===== src/rtl/banner_scroller.sv =====
// Scrolling column fetcher: walks a DISP_COLS-wide window over the banner ROM,
// hides the ROM's one-cycle address latency and streams columns over valid/ready.
module banner_scroller #(
    parameter int BANNER_LEN = 129,
    parameter int DISP_COLS  = 32,
    parameter int ROW_BITS   = 57,
    parameter int SCROLL_DIV = 1_000_000,
    localparam int IDX_W     = (DISP_COLS > 1) ? $clog2(DISP_COLS) : 1
) (
    input  logic                clk,
    input  logic                rst_n,
    input  logic                enable,
    output logic [7:0]          rom_addr,
    input  logic [ROW_BITS-1:0] rom_data,
    output logic [ROW_BITS-1:0] col_data,
    output logic [IDX_W-1:0]    col_idx,
    output logic                col_valid,
    input  logic                col_ready,
    output logic                frame_done,
    output logic [7:0]          scroll_pos
);

    localparam int TICK_W = (SCROLL_DIV > 2) ? $clog2(SCROLL_DIV) : 1;
    localparam logic [TICK_W-1:0] TICK_LAST = TICK_W'(SCROLL_DIV - 1);
    localparam logic [IDX_W-1:0]  COL_LAST  = IDX_W'(DISP_COLS - 1);
    localparam logic [8:0]        LEN_9     = 9'(BANNER_LEN);
    localparam logic [7:0]        POS_LAST  = 8'(BANNER_LEN - 1);

    typedef enum logic [2:0] {
        IDLE,
        ISSUE,
        WAIT,
        CAPTURE,
        SEND
    } state_t;

    state_t              state_q, state_d;
    logic [IDX_W-1:0]    col_q, col_d;
    logic [7:0]          rom_addr_q, rom_addr_d;
    logic [ROW_BITS-1:0] col_data_q, col_data_d;
    logic [IDX_W-1:0]    col_idx_q, col_idx_d;
    logic                col_valid_q, col_valid_d;
    logic                frame_done_q, frame_done_d;
    logic [7:0]          scroll_pos_q, scroll_pos_d;
    logic [TICK_W-1:0]   tick_q, tick_d;
    logic                step_pending_q, step_pending_d;
    logic                tick_wrap;
    logic [8:0]          addr_sum;

    // Free-running tick divider; only runs while enabled.
    always_comb begin
        tick_d    = tick_q;
        tick_wrap = 1'b0;
        if (!enable) begin
            tick_d = '0;
        end else if (tick_q == TICK_LAST) begin
            tick_d    = '0;
            tick_wrap = 1'b1;
        end else begin
            tick_d = tick_q + 1'b1;
        end
    end

    // NOTE: every signal written here gets a default first, so no path can
    // leave it unassigned and infer a latch.
    always_comb begin
        state_d        = state_q;
        col_d          = col_q;
        rom_addr_d     = rom_addr_q;
        col_data_d     = col_data_q;
        col_idx_d      = col_idx_q;
        col_valid_d    = col_valid_q;
        frame_done_d   = 1'b0;
        scroll_pos_d   = scroll_pos_q;
        step_pending_d = step_pending_q;
        addr_sum       = {1'b0, scroll_pos_q} + 9'(col_q);

        unique case (state_q)
            IDLE: begin
                if (enable) begin
                    col_d = '0;
                    if (step_pending_q) begin
                        scroll_pos_d   = (scroll_pos_q == POS_LAST) ? 8'd0 : scroll_pos_q + 8'd1;
                        step_pending_d = 1'b0;
                    end
                    state_d = ISSUE;
                end
            end
            ISSUE: begin
                rom_addr_d = (addr_sum >= LEN_9) ? 8'(addr_sum - LEN_9) : addr_sum[7:0];
                state_d    = WAIT;
            end
            WAIT: begin
                state_d = CAPTURE;
            end
            CAPTURE: begin
                col_data_d  = rom_data;
                col_idx_d   = col_q;
                col_valid_d = 1'b1;
                state_d     = SEND;
            end
            SEND: begin
                if (col_valid_q && col_ready) begin
                    col_valid_d = 1'b0;
                    if (col_q == COL_LAST) begin
                        frame_done_d = 1'b1;
                        state_d      = IDLE;
                    end else begin
                        col_d   = col_q + 1'b1;
                        state_d = ISSUE;
                    end
                end
            end
            default: begin
                state_d = IDLE;
            end
        endcase

        // A tick landing on the cycle a step is applied re-arms the request.
        if (tick_wrap) begin
            step_pending_d = 1'b1;
        end
    end

    // NOTE: sequential state uses non-blocking assignments so every register
    // samples the pre-edge values, independent of statement order.
    always_ff @(posedge clk or negedge rst_n) begin
        if (!rst_n) begin
            state_q        <= IDLE;
            col_q          <= '0;
            rom_addr_q     <= '0;
            col_data_q     <= '0;
            col_idx_q      <= '0;
            col_valid_q    <= 1'b0;
            frame_done_q   <= 1'b0;
            scroll_pos_q   <= '0;
            tick_q         <= '0;
            step_pending_q <= 1'b0;
        end else begin
            state_q        <= state_d;
            col_q          <= col_d;
            rom_addr_q     <= rom_addr_d;
            col_data_q     <= col_data_d;
            col_idx_q      <= col_idx_d;
            col_valid_q    <= col_valid_d;
            frame_done_q   <= frame_done_d;
            scroll_pos_q   <= scroll_pos_d;
            tick_q         <= tick_d;
            step_pending_q <= step_pending_d;
        end
    end

    assign rom_addr   = rom_addr_q;
    assign col_data   = col_data_q;
    assign col_idx    = col_idx_q;
    assign col_valid  = col_valid_q;
    assign frame_done = frame_done_q;
    assign scroll_pos = scroll_pos_q;

endmodule

===== config.mk =====
export PLATFORM = sky130hd
export DESIGN_NAME = banner_scroller
export DESIGN_NICKNAME = d
export VERILOG_FILES = /design/src/rtl/banner_scroller.sv
export SDC_FILE = /design/constraint.sdc
export NUM_CORES = 1
export LEC_CHECK = 0
export ABC_AREA = 1
export CAP_MARGIN = 25
export CORE_MARGIN = 2
export CORE_UTILIZATION = 40
export DETAILED_ROUTE_END_ITERATION = 10
export PLACE_DENSITY = 0.68
export SLEW_MARGIN = 20
export SYNTH_ARGS = -nofsm -noshare
export SYNTH_HDL_FRONTEND = slang
export SYNTH_SLANG_ARGS = --single-unit

===== constraint.sdc =====
create_clock -name clk -period 6.7 [get_ports clk]
set_clock_uncertainty 0.05 [all_clocks]
set_input_delay 1.675 -clock clk [delete_from_list [all_inputs] [get_ports clk]]
set_output_delay 1.675 -clock clk [all_outputs]
set_load 0.05 [all_outputs]

# Word-level counts from Yosys, hierarchy flattened
# Cells that the tools add are included.
# totals
register_bits,109
in_bits,61
out_inout_bits,80
word_cells,59
# op_classes
addsub,5
order_cmp,1
eq_ne,10
muxes,22
n_reduce_logical,11
# ops
operator,count
$mux 20,2
$add 20x1->20 const B,1
$eq 20x20->1 const B,1
$mux 8,2
$mux 5,3
$pmux 3 s5,1
$mux 1,10
$pmux 5 s2,1
$add 8x5->9,1
$ge 9x8->1 const B,1
$add 8x1->8 const B,1
$eq 8x8->1 const B,1
$reduce_bool 2->1,4
$sub 8x8->8 const B,1
$eq 3x2->1 const B,2
$mux 3,2
$ne 2x2->1 const B,3
$reduce_and 2->1,3
$add 5x1->5 const B,1
$eq 5x5->1 const B,1
$reduce_and 4->1,1
$eq 3x1->1 const B,1
$eq 3x3->1 const B,1
$logic_not 3->1,1
3 further kinds,3

# Logic depth before layout (Yosys ltp)
# depth
ltp_word,5
ltp_mapped,18
depth_no_buf,18

# Worst setup path after synthesis
# OpenSTA, ideal clock, no wires.
# synth_timing
path_kind,input to register
from,input port enable
to,"register scroll_pos_q[6], in the netlist scroll_pos[6]"
setup_ns,0.126
arrival_time_ns,2.580
required_time_ns,6.524
setup_slack_ns,3.944
path_stages,8
path_buffers,0
path_cell_list,inv_1 -> nor3_2 -> nand2_1 -> inv_2 -> nand2_1 -> nor2_2 -> nand3_1 -> xor2_1
# synth_via
elab_chain_len,1
# synth_rtl
element,line,text
start: declaration,12,"input logic enable,"
$reduce_and 3->1 (no line),--,
end signal: assignment,147,scroll_pos_q <= scroll_pos_d;
end: declaration,44,"logic [7:0] scroll_pos_q, scroll_pos_d;"
# Every way passes these cells.
# A chain may end at the register's enable or synchronous reset.

# Final worst setup path
# layout_timing
from,"register scroll_pos_q[5], in the netlist scroll_pos[5]"
to,output port scroll_pos[5]
# layout_rtl
element,line,text
end: declaration,20,output logic [7:0] scroll_pos
# No word-level cell between the ends.

==> summary.txt <==
GRT
  – First-pass GRT wire length: around 20000 um
  – Total GRT Usage: 17.7%
  – Gr ovfl total: 0
  – Vias in the first global route: 4062
  – Largest net degree at the start of global routing: 70
  – Initial antenna violation count: 0

Drt
  – DR WL/cell: 14.5 um
  – Top sig layer: met4
  – Post-Route M1 WL: 4800 um
  – Number of routed nets with antenna violations: 0
  – WL met2: 6250 um
  – Total Wirelength: ~12000 um
  – DRC viols: 0
  – Drt pass-1 iters: 4
  – DR iter-0 viols: about 120
  – Via count: 3940
  – WL met3: 605 um
  – Via/cell ratio: 4.80

Power
  – Leakage: 3.13 nW
  – Logic pwr share: 53.8%
  – Maximum VDD drop: about 0.0003 V
  – Sw Share: 45.1%
  – Sw power: roughly 1.5 mW
  – Clock group share of total power: about 16%
  – Power per cell area: 474 mW/mm^2
  – Seq pwr share: 30.2%
  – Internal cell power: 1.83 mW

Cells and area
  – Final-stage net count: 718
  – # diodes: 0
  – Post-layout instance area: roughly 0.0070 mm^2
  – Layout cell share with drive strength beyond 1: between 10% and 20%
  – Area delta synth->final: 36.5%

Clock network
  – Clock Tree Root: clkbuf_16
  – CTS Hold Bufs: 0
  – CTS tree: yes
  – Total clock sinks: approximately 110
  – Post-CTS setup repair buffer count: 0
  – Num CTS Buffers: 9
  – Clock Latency Late Sink: 0.35 ns
  – CTS max path bufs: 2
  – Cts repair resizes: 0
  – Clock transition at path regs: 0.07 ns
  – H-tree Lvls: 3

Min path
  – Worst Hold Class: reg2reg

Worst setup path
  – Critical Path RT: slightly below 5 ns
  – Buffers & Inverters on Critical Path: 1
  – Critical-path cell list: clkdlybuf4s50_1
  – CP startpoint kind: flip-flop
  – CP Capture Type: output port
  – Crit-path max FO: 9
  – CP Class: reg2out
  – CP top delay family: buffers and inverters
  – Max stage delay cell, worst path: clkdlybuf4s50_1
  – Max stage delay on crit path: 0.87 ns
  – Critical Path AT: 1.73 ns

Synth
  – Library cells used by synthesis: 36
  – Synth area leader: dfrtp_1
  – Synth Net Count: 574
  – Synth top area share: 53.0%
  – Synth warn: 0
  – Syn Inst Count: 500
  – Sequential element share of the synthesized area: a little over half
  – Syn Area/Cell: 10.3 um^2
  – Synth Register Bits: 109
  – Cell Area, Synth: 0.00515 mm^2
  – Dominant cells by area after synthesis: dfrtp_1, mux2_2, nand2_1, inv_1, nand3_1

Placement
  – Setup slack at placement: 3.25 ns
  – DPL Wire Length: 8910 um
  – Placed Area: around 0.0067 mm^2
  – Placer Congestion: ~0.83
  – I/O Buffers: 140

STA
  – Final hold slack: 0.412 ns
  – Max-slew headroom: between 40% and 50%
  – Setup TNS: 0 ns
  – # setup viols final: 0
  – Max-slew violation total from the final report: 0
  – Min Tclk post-route: 3.46 ns
  – RSZ-0062 raised after global routing: false
  – Number of hold violations in the final report: 0
  – Least-Margin Pin Slew: roughly 0.86 ns
  – Final WS setup: 3.24 ns
  – Max frequency: 289 MHz
  – Final Cycle Share: around half

Floorplanning
  – Die W: around 120 um
  – IO Count: 141
  – Initial core utilization: just over 40%
  – Row count: 41
  – Core Region: 0.0126 mm^2
  – DIE HEIGHT: 117 um
  – Area of the die: approximately 0.014 mm^2

Run status
  – Outcome: completed

Run
  – Max-Cap Viols: 0
==> cells by family after synthesis <==
logic type	synth area share, %
flip-flops	53.0
multiplexers	12.5
AO/OA/AOI/OAI	4.81
XOR/XNOR	2.04
adder cells (fa/ha/maj)	3.30
AND/OR/NAND/NOR	19.3
buffers and inverters	5.15
==> final timing paths <==
kind / slack [ns] / cells after the start / to / start
max: 3.24 / 1 / scroll_pos[5] / scroll_pos[5]
min: 0.41 / 1 / tick_q[0] / tick_q[0]
max reg2reg: 4.24 / 14 / rom_addr[2] / scroll_pos[0]
max in group asynchronous: 4.08 / 2 / col_data[53] / rst_n
min reg2reg: 0.41 / 1 / tick_q[0] / tick_q[0]
min in group asynchronous: 1.25 / 1 / col_data[26] / rst_n
==> Yosys cell counts <==
cell type	count
a211oi_1	1
a21boi_1	1
a21oi_1	19
a31oi_1	1
and3_1	1
buf_2	8
clkbuf_1	1
clkinv_1	2
dfrtp_1	109
fa_1	1
ha_1	12
inv_1	48
inv_2	9
mux2_2	57
nand2_1	79
nand2_2	12
nand2_4	5
nand3_1	33
nand3_2	3
nand4_1	6
nor2_1	23
nor2_2	5
nor2_4	3
nor2_8	1
nor3_1	14
nor3_2	5
nor3b_1	1
nor4_1	3
o21a_1	2
o21ai_0	18
o21ai_1	1
o21ai_2	1
o22ai_1	2
or2_4	1
xnor2_1	1
xor2_1	11
==> final cells by class <==
class | instances | area [um^2]
clock buffer | 10 | 229
sequential | 109 | 2730
clock inverter | 5 | 60.1
multi-input combinational | 323 | 2160
fill | 1133 | 5590
inverter | 59 | 221
timing repair buffer | 142 | 1410
tap | 172 | 215
==> stage by stage <==
step                power (mW)  utilization, %  std cells
detailed placement        2.83            53.4        805
finish                    3.33            55.7        820
floorplan                 2.22               -        500
global route              3.50            55.7        820
global placement          2.79            53.4        805
CTS                       3.37            55.7        820
==> cells in the final DEF, fill, tap and decap left out, types with 11 or more instances in the layout <==
cell	n
a21oi_1	19
inv_1	48
o21ai_0	18
nand2_1	79
nand3_1	32
nand2_2	12
dfrtp_1	109
mux2_2	57
clkdlybuf4s50_1	139
xor2_1	11
ha_1	12
nor3_1	14
nor2_1	23
==> flip-flops by register name (all words and copies together) (netlist names) <==
name / count
step_pending_q: 1
rom_addr: 8
frame_done: 1
col_data: 57
scroll_pos: 8
col_q: 5
col_valid: 1
tick_q: 20
col_idx: 5
state_q: 3
==> power by group through the flow <==
stage / clock, mW / combinational [mW] / sequential [mW]
after floorplan: 0 / 0.480 / 1.74
after global placement: 0 / 1.78 / 1.01
after CTS: 0.549 / 1.81 / 1.01
after detailed placement: 0 / 1.81 / 1.02
final: 0.533 / 1.79 / 1.01
after global routing: 0.570 / 1.89 / 1.03
==> metal layers <==
metal	GRT usage, %	up-vias
met1	20.4	1897
met2	32.0	92
met4	6.55	0
met3	4.31	18
met5	0	-
li1	-	1933
Power figures use the tool's default switching activity.
==> edit 1 (config.mk and constraints unchanged) <==
The 5 states of `state_t` get a one-hot encoding in 5 bits.
--- a/src/rtl/banner_scroller.sv
+++ b/src/rtl/banner_scroller.sv
@@ -26,12 +26,12 @@
     localparam logic [8:0]        LEN_9     = 9'(BANNER_LEN);
     localparam logic [7:0]        POS_LAST  = 8'(BANNER_LEN - 1);
 
-    typedef enum logic [2:0] {
-        IDLE,
-        ISSUE,
-        WAIT,
-        CAPTURE,
-        SEND
+    typedef enum logic [4:0] {
+        IDLE    = 5'b00001,
+        ISSUE   = 5'b00010,
+        WAIT    = 5'b00100,
+        CAPTURE = 5'b01000,
+        SEND    = 5'b10000
     } state_t;
 
     state_t              state_q, state_d;
Function: same outputs for any inputs over 4 cycles, from zero or initial values and one cycle with rst_n low; so few cycles prove little.
==> edit 1 against the original RTL <==
Power shrank 6.2%. Critical endpoint unchanged. Hold slack about the same. Die area increased by 3.4%. Wire length grew 5.6%. Sequential cell count grew 2. Setup slack better by 0.012 ns. Area after synthesis up 3.5%. Via count rose by 16%. Core utilization down 0.86 points. Design area increased by 2.5%. Largest cell class unchanged. Non-clock buffer count up 1.
==> edit 1: results (changes against the original RTL) <==
[cells_and_area]
nNetsFinal=861  ; +20%
largest_reg_flops=57  ; unchanged
final_cells=967  ; +18%
n_fill_cell=1181  ; +4.2%
drive_gt1_frac=0.0708  ; -0.114
num_antenna_cells=0  ; unchanged

[setup_path]
rr_endpoint=rom_addr[2]$_DFFE_PN0P_
reg2reg_depth=16  ; +2
r2r_slack_ns=4.13  ; -0.11 ns
cp_top_family=buffers and inverters
worstPathArrival_ns=1.72
rr_startpoint=scroll_pos[0]$_DFFE_PN0P_
slowest_delay_ns=0.87  ; about the same

[placement]
place_ws_ns=3.22  ; -0.0290 ns
placed_cells=952  ; +18%
dpl_cell_area_um2=6930  ; +2.8%
hpwl_um=9220  ; +3.5%
globalplace.congestion=0.920  ; +12%

[routing]
wl_met2_um=6250  ; about the same
post_drt_wl_per_cell_um=13.0  ; -10%
drtIter0Drc=293  ; +150%
viasPerCell=4.74  ; -1.4%
route.met3.wl_um=576  ; -4.8%
highest_layer=met4
wl_met1_um=5530  ; +15%

[sta]
finalCritPeriodShare=0.514  ; -0.00173
hold_slack_ns=0.412  ; +0.000233 ns
tightest_slew_ns=0.804  ; -0.0601 ns

[global_route]
grt_pass1_wl_um=21200  ; +6.6%
grtUsageTotal=0.183  ; +0.00585
grt_max_degree=66  ; -5.7%
grt_pass1_vias=4437  ; +9.2%

[clocking]
post_cts.resized_instances=0  ; unchanged

[synthesis]
postSynthAreaPerCell_um2=8.23  ; -20%
yosysSeqAreaShare=0.521  ; -0.00827
ys.flop_type=dfrtp_1
yosysWarnings=0  ; unchanged
synth_area_leaders=dfrtp_1, nand2_1, inv_1, nand3_1, ha_1
synth_commonest_cells=nand2_1, dfrtp_1, inv_1, nand3_1, nor2_1
synth_edf_count=0  ; unchanged
netlist-cell-type-count=38  ; +5.6%
synth_nets=722  ; +26%

[pwr]
ir_drop_mv=0.261  ; -13%
p_leak_nw=3.40  ; +8.8%

[hold_path]
whs_path_depth=1  ; unchanged

[outcome]
status=completed

## edit 1: changes by cell type after synthesis, moves of 4 or more
cell      before  now
nand2_1       79  270
mux2_2        57    0
nor2_1        23   35
clkbuf_1       1    9
inv_1         48   56
a21oi_1       19   13
nor3_1        14    8
nand2_2       12    8
nand3_1       33   37
## edit 1: logic make-up after synthesis
group                    Yosys count  synth area share
AO/OA/AOI/OAI                     36            0.0383
adder cells (fa/ha/maj)           13            0.0319
AND/OR/NAND/NOR                  395             0.327
flip-flops                       111             0.521
buffers and inverters             78            0.0568
XOR/XNOR                          15            0.0246
## edit 1: worst min path at each step
| stage | to |
|---|---|
| after CTS | tick_q[0]$_DFF_PN0_ |
| after global routing | col_data[50]$_DFFE_PN0P_ |
| after floorplan | tick_q[0]$_DFF_PN0_ |
| final | tick_q[0]$_DFF_PN0_ |
| after detailed placement | tick_q[0]$_DFF_PN0_ |
| after global placement | tick_q[0]$_DFF_PN0_ |
## edit 1: cell type report
type	count	area [um2]	area share
multi-input cells	459	2260	0.313
flip-flops and latches	111	2780	0.386
clock buffers	10	239	0.0332
repair buffers	143	1440	0.200
clock inverters	5	33.8	0.00469
inverters	63	236	0.0328
well taps	176	220	0.0306
## edit 1: report_power, final
| group | switching, mW | total, mW | internal (mW) | leakage, nW |
|---|---|---|---|---|
| registers | 0.130 | 1.02 | 0.887 | 1.30 |
| logic | 1.09 | 1.60 | 0.510 | 1.97 |
| clock network | 0.242 | 0.502 | 0.261 | 0.131 |
## edit 1: routing by layer
layer	up-vias	global-route usage
li1	2311	-
met1	2154	0.236
met2	101	0.301
met3	15	0.0364
met4	0	0.0779
met5	-	0
==> edit 2 (same settings) <==
Made on the original files. The parameter `ROW_BITS` goes from 57 to 114.
--- a/src/rtl/banner_scroller.sv
+++ b/src/rtl/banner_scroller.sv
@@ -3,7 +3,7 @@
 module banner_scroller #(
     parameter int BANNER_LEN = 129,
     parameter int DISP_COLS  = 32,
-    parameter int ROW_BITS   = 57,
+    parameter int ROW_BITS   = 114,
     parameter int SCROLL_DIV = 1_000_000,
     localparam int IDX_W     = (DISP_COLS > 1) ? $clog2(DISP_COLS) : 1
 ) (
Ports: changed (resized col_data and rom_data); port bits go from 141 to 255. The function was not compared with the original's and may differ.
==> edit 2 against the original RTL <==
Core utilization up 4.3 points. Wire length up 54%. Sequential cell count up 57. Critical path depth unchanged. Area after synthesis up 42%. Setup slack worse by 0.068 ns. Final cell count up 40%. Combinational power up 78%. Sequential power up 60%. Power up 76%. Clock power up 100%. Synthesized cell count up 28%. Design area up 53%. Largest cell class unchanged.
==> edit 2: results (changes against the original RTL) <==
[outcome]
status=completed

[global_route]
grt_pass1_vias=5615  ; +38%
grt_use_met1=0.236  ; +0.0321
use_met2=0.319  ; -0.000650
grt_pass1_wl_um=29700  ; +49%
grtUsageTotal=0.193  ; +0.0155

[pwr]
ir_drop_mv=0.370  ; +24%

[synthesis]
synth_nets=771  ; +34%
synth_area_leaders=dfrtp_1, mux2_2, nand2_1, nand3_1, inv_1
synth_commonest_cells=dfrtp_1, mux2_2, nand2_1, inv_1, nand3_1
yosysSeqAreaShare=0.568  ; +0.0386

[cells_and_area]
nNetsFinal=1033  ; +44%
seq_area_um2=4150  ; +52%
drive_gt1_frac=0.200  ; +0.0148
seq_cells=166  ; +52%
clockBufferCount=19  ; +9
inverters_excl_clock=56  ; -5.1%
area_share_nonclk_buffers=0.241  ; +0.0395
clk_share=0.0601  ; +0.0190
largest_reg_flops=114  ; +100%
n_fill_cell=1524  ; +35%
multi_input_cells=403  ; +25%
buffers=258  ; +82%

[placement]
dpl_cell_area_um2=10100  ; +50%
globalplace.congestion=0.814  ; -1.3%
hpwl_um=13400  ; +50%
io_buffers=254  ; +81%

[die]
core_area_um2=18000  ; +42%

[clocking]
h-tree-depth=4  ; +1
cts_buffers=17  ; +8

[routing]
drtIter0Drc=237  ; +99%
wl_met2_um=8970  ; +44%
vias=5544  ; +41%
route.met3.wl_um=1430  ; +140%
wl_met1_um=7520  ; +57%
wirelength_um=18300  ; +54%

-- edit 2: cell count changes after synthesis, moves of 3 or more --
cell     delta
dfrtp_1    +57
nor3_1      -4
inv_1       +3
nand2_1    +14
inv_2       -5
nand2_2     -4
mux2_2     +57
buf_2       +5
nor2_1      +7
nand3_1    +11
-- edit 2: cells by family after synthesis --
kind of cell	count (synthesis)	share of synthesized area
buffers and inverters	71	0.0387
flip-flops	166	0.568
multiplexers	114	0.176
XOR/XNOR	13	0.0156
AND/OR/NAND/NOR	215	0.142
adder cells (fa/ha/maj)	13	0.0233
AO/OA/AOI/OAI	48	0.0371
-- edit 2: stage by stage --
stage                     instances  power, mW   util  hold WS (ns)
after floorplan                 640       3.74      -         0.374
after detailed placement       1112       4.83  0.564         0.404
after global placement         1111       4.79  0.563         0.394
final                          1144       5.86  0.600         0.410
after CTS                      1144       5.93  0.600         0.412
after global routing           1144       6.14  0.600         0.436
-- edit 2: power groups by stage --
stage	combinational, mW	sequential [mW]	clock (mW)
after detailed placement	3.20	1.63	0
after global placement	3.18	1.61	0
after CTS	3.21	1.62	1.10
final	3.18	1.62	1.07
after global routing	3.33	1.67	1.14
after floorplan	0.766	2.97	0
-- edit 2: worst paths after layout --
check	startpoint	to	slack, ns	depth (start not counted)
max reg2reg	scroll_pos[0]$_DFFE_PN0P_	rom_addr[7]$_DFFE_PN0P_	4.15	17
min reg2reg	tick_q[0]$_DFF_PN0_	tick_q[0]$_DFF_PN0_	0.41	1
min in group asynchronous	rst_n	rom_addr[6]$_DFFE_PN0P_	1.28	1
max in group asynchronous	rst_n	col_data[62]$_DFFE_PN0P_	4.20	2
max	scroll_pos[5]$_DFFE_PN0P_	scroll_pos[5]	3.17	1
min	tick_q[0]$_DFF_PN0_	tick_q[0]$_DFF_PN0_	0.41	1
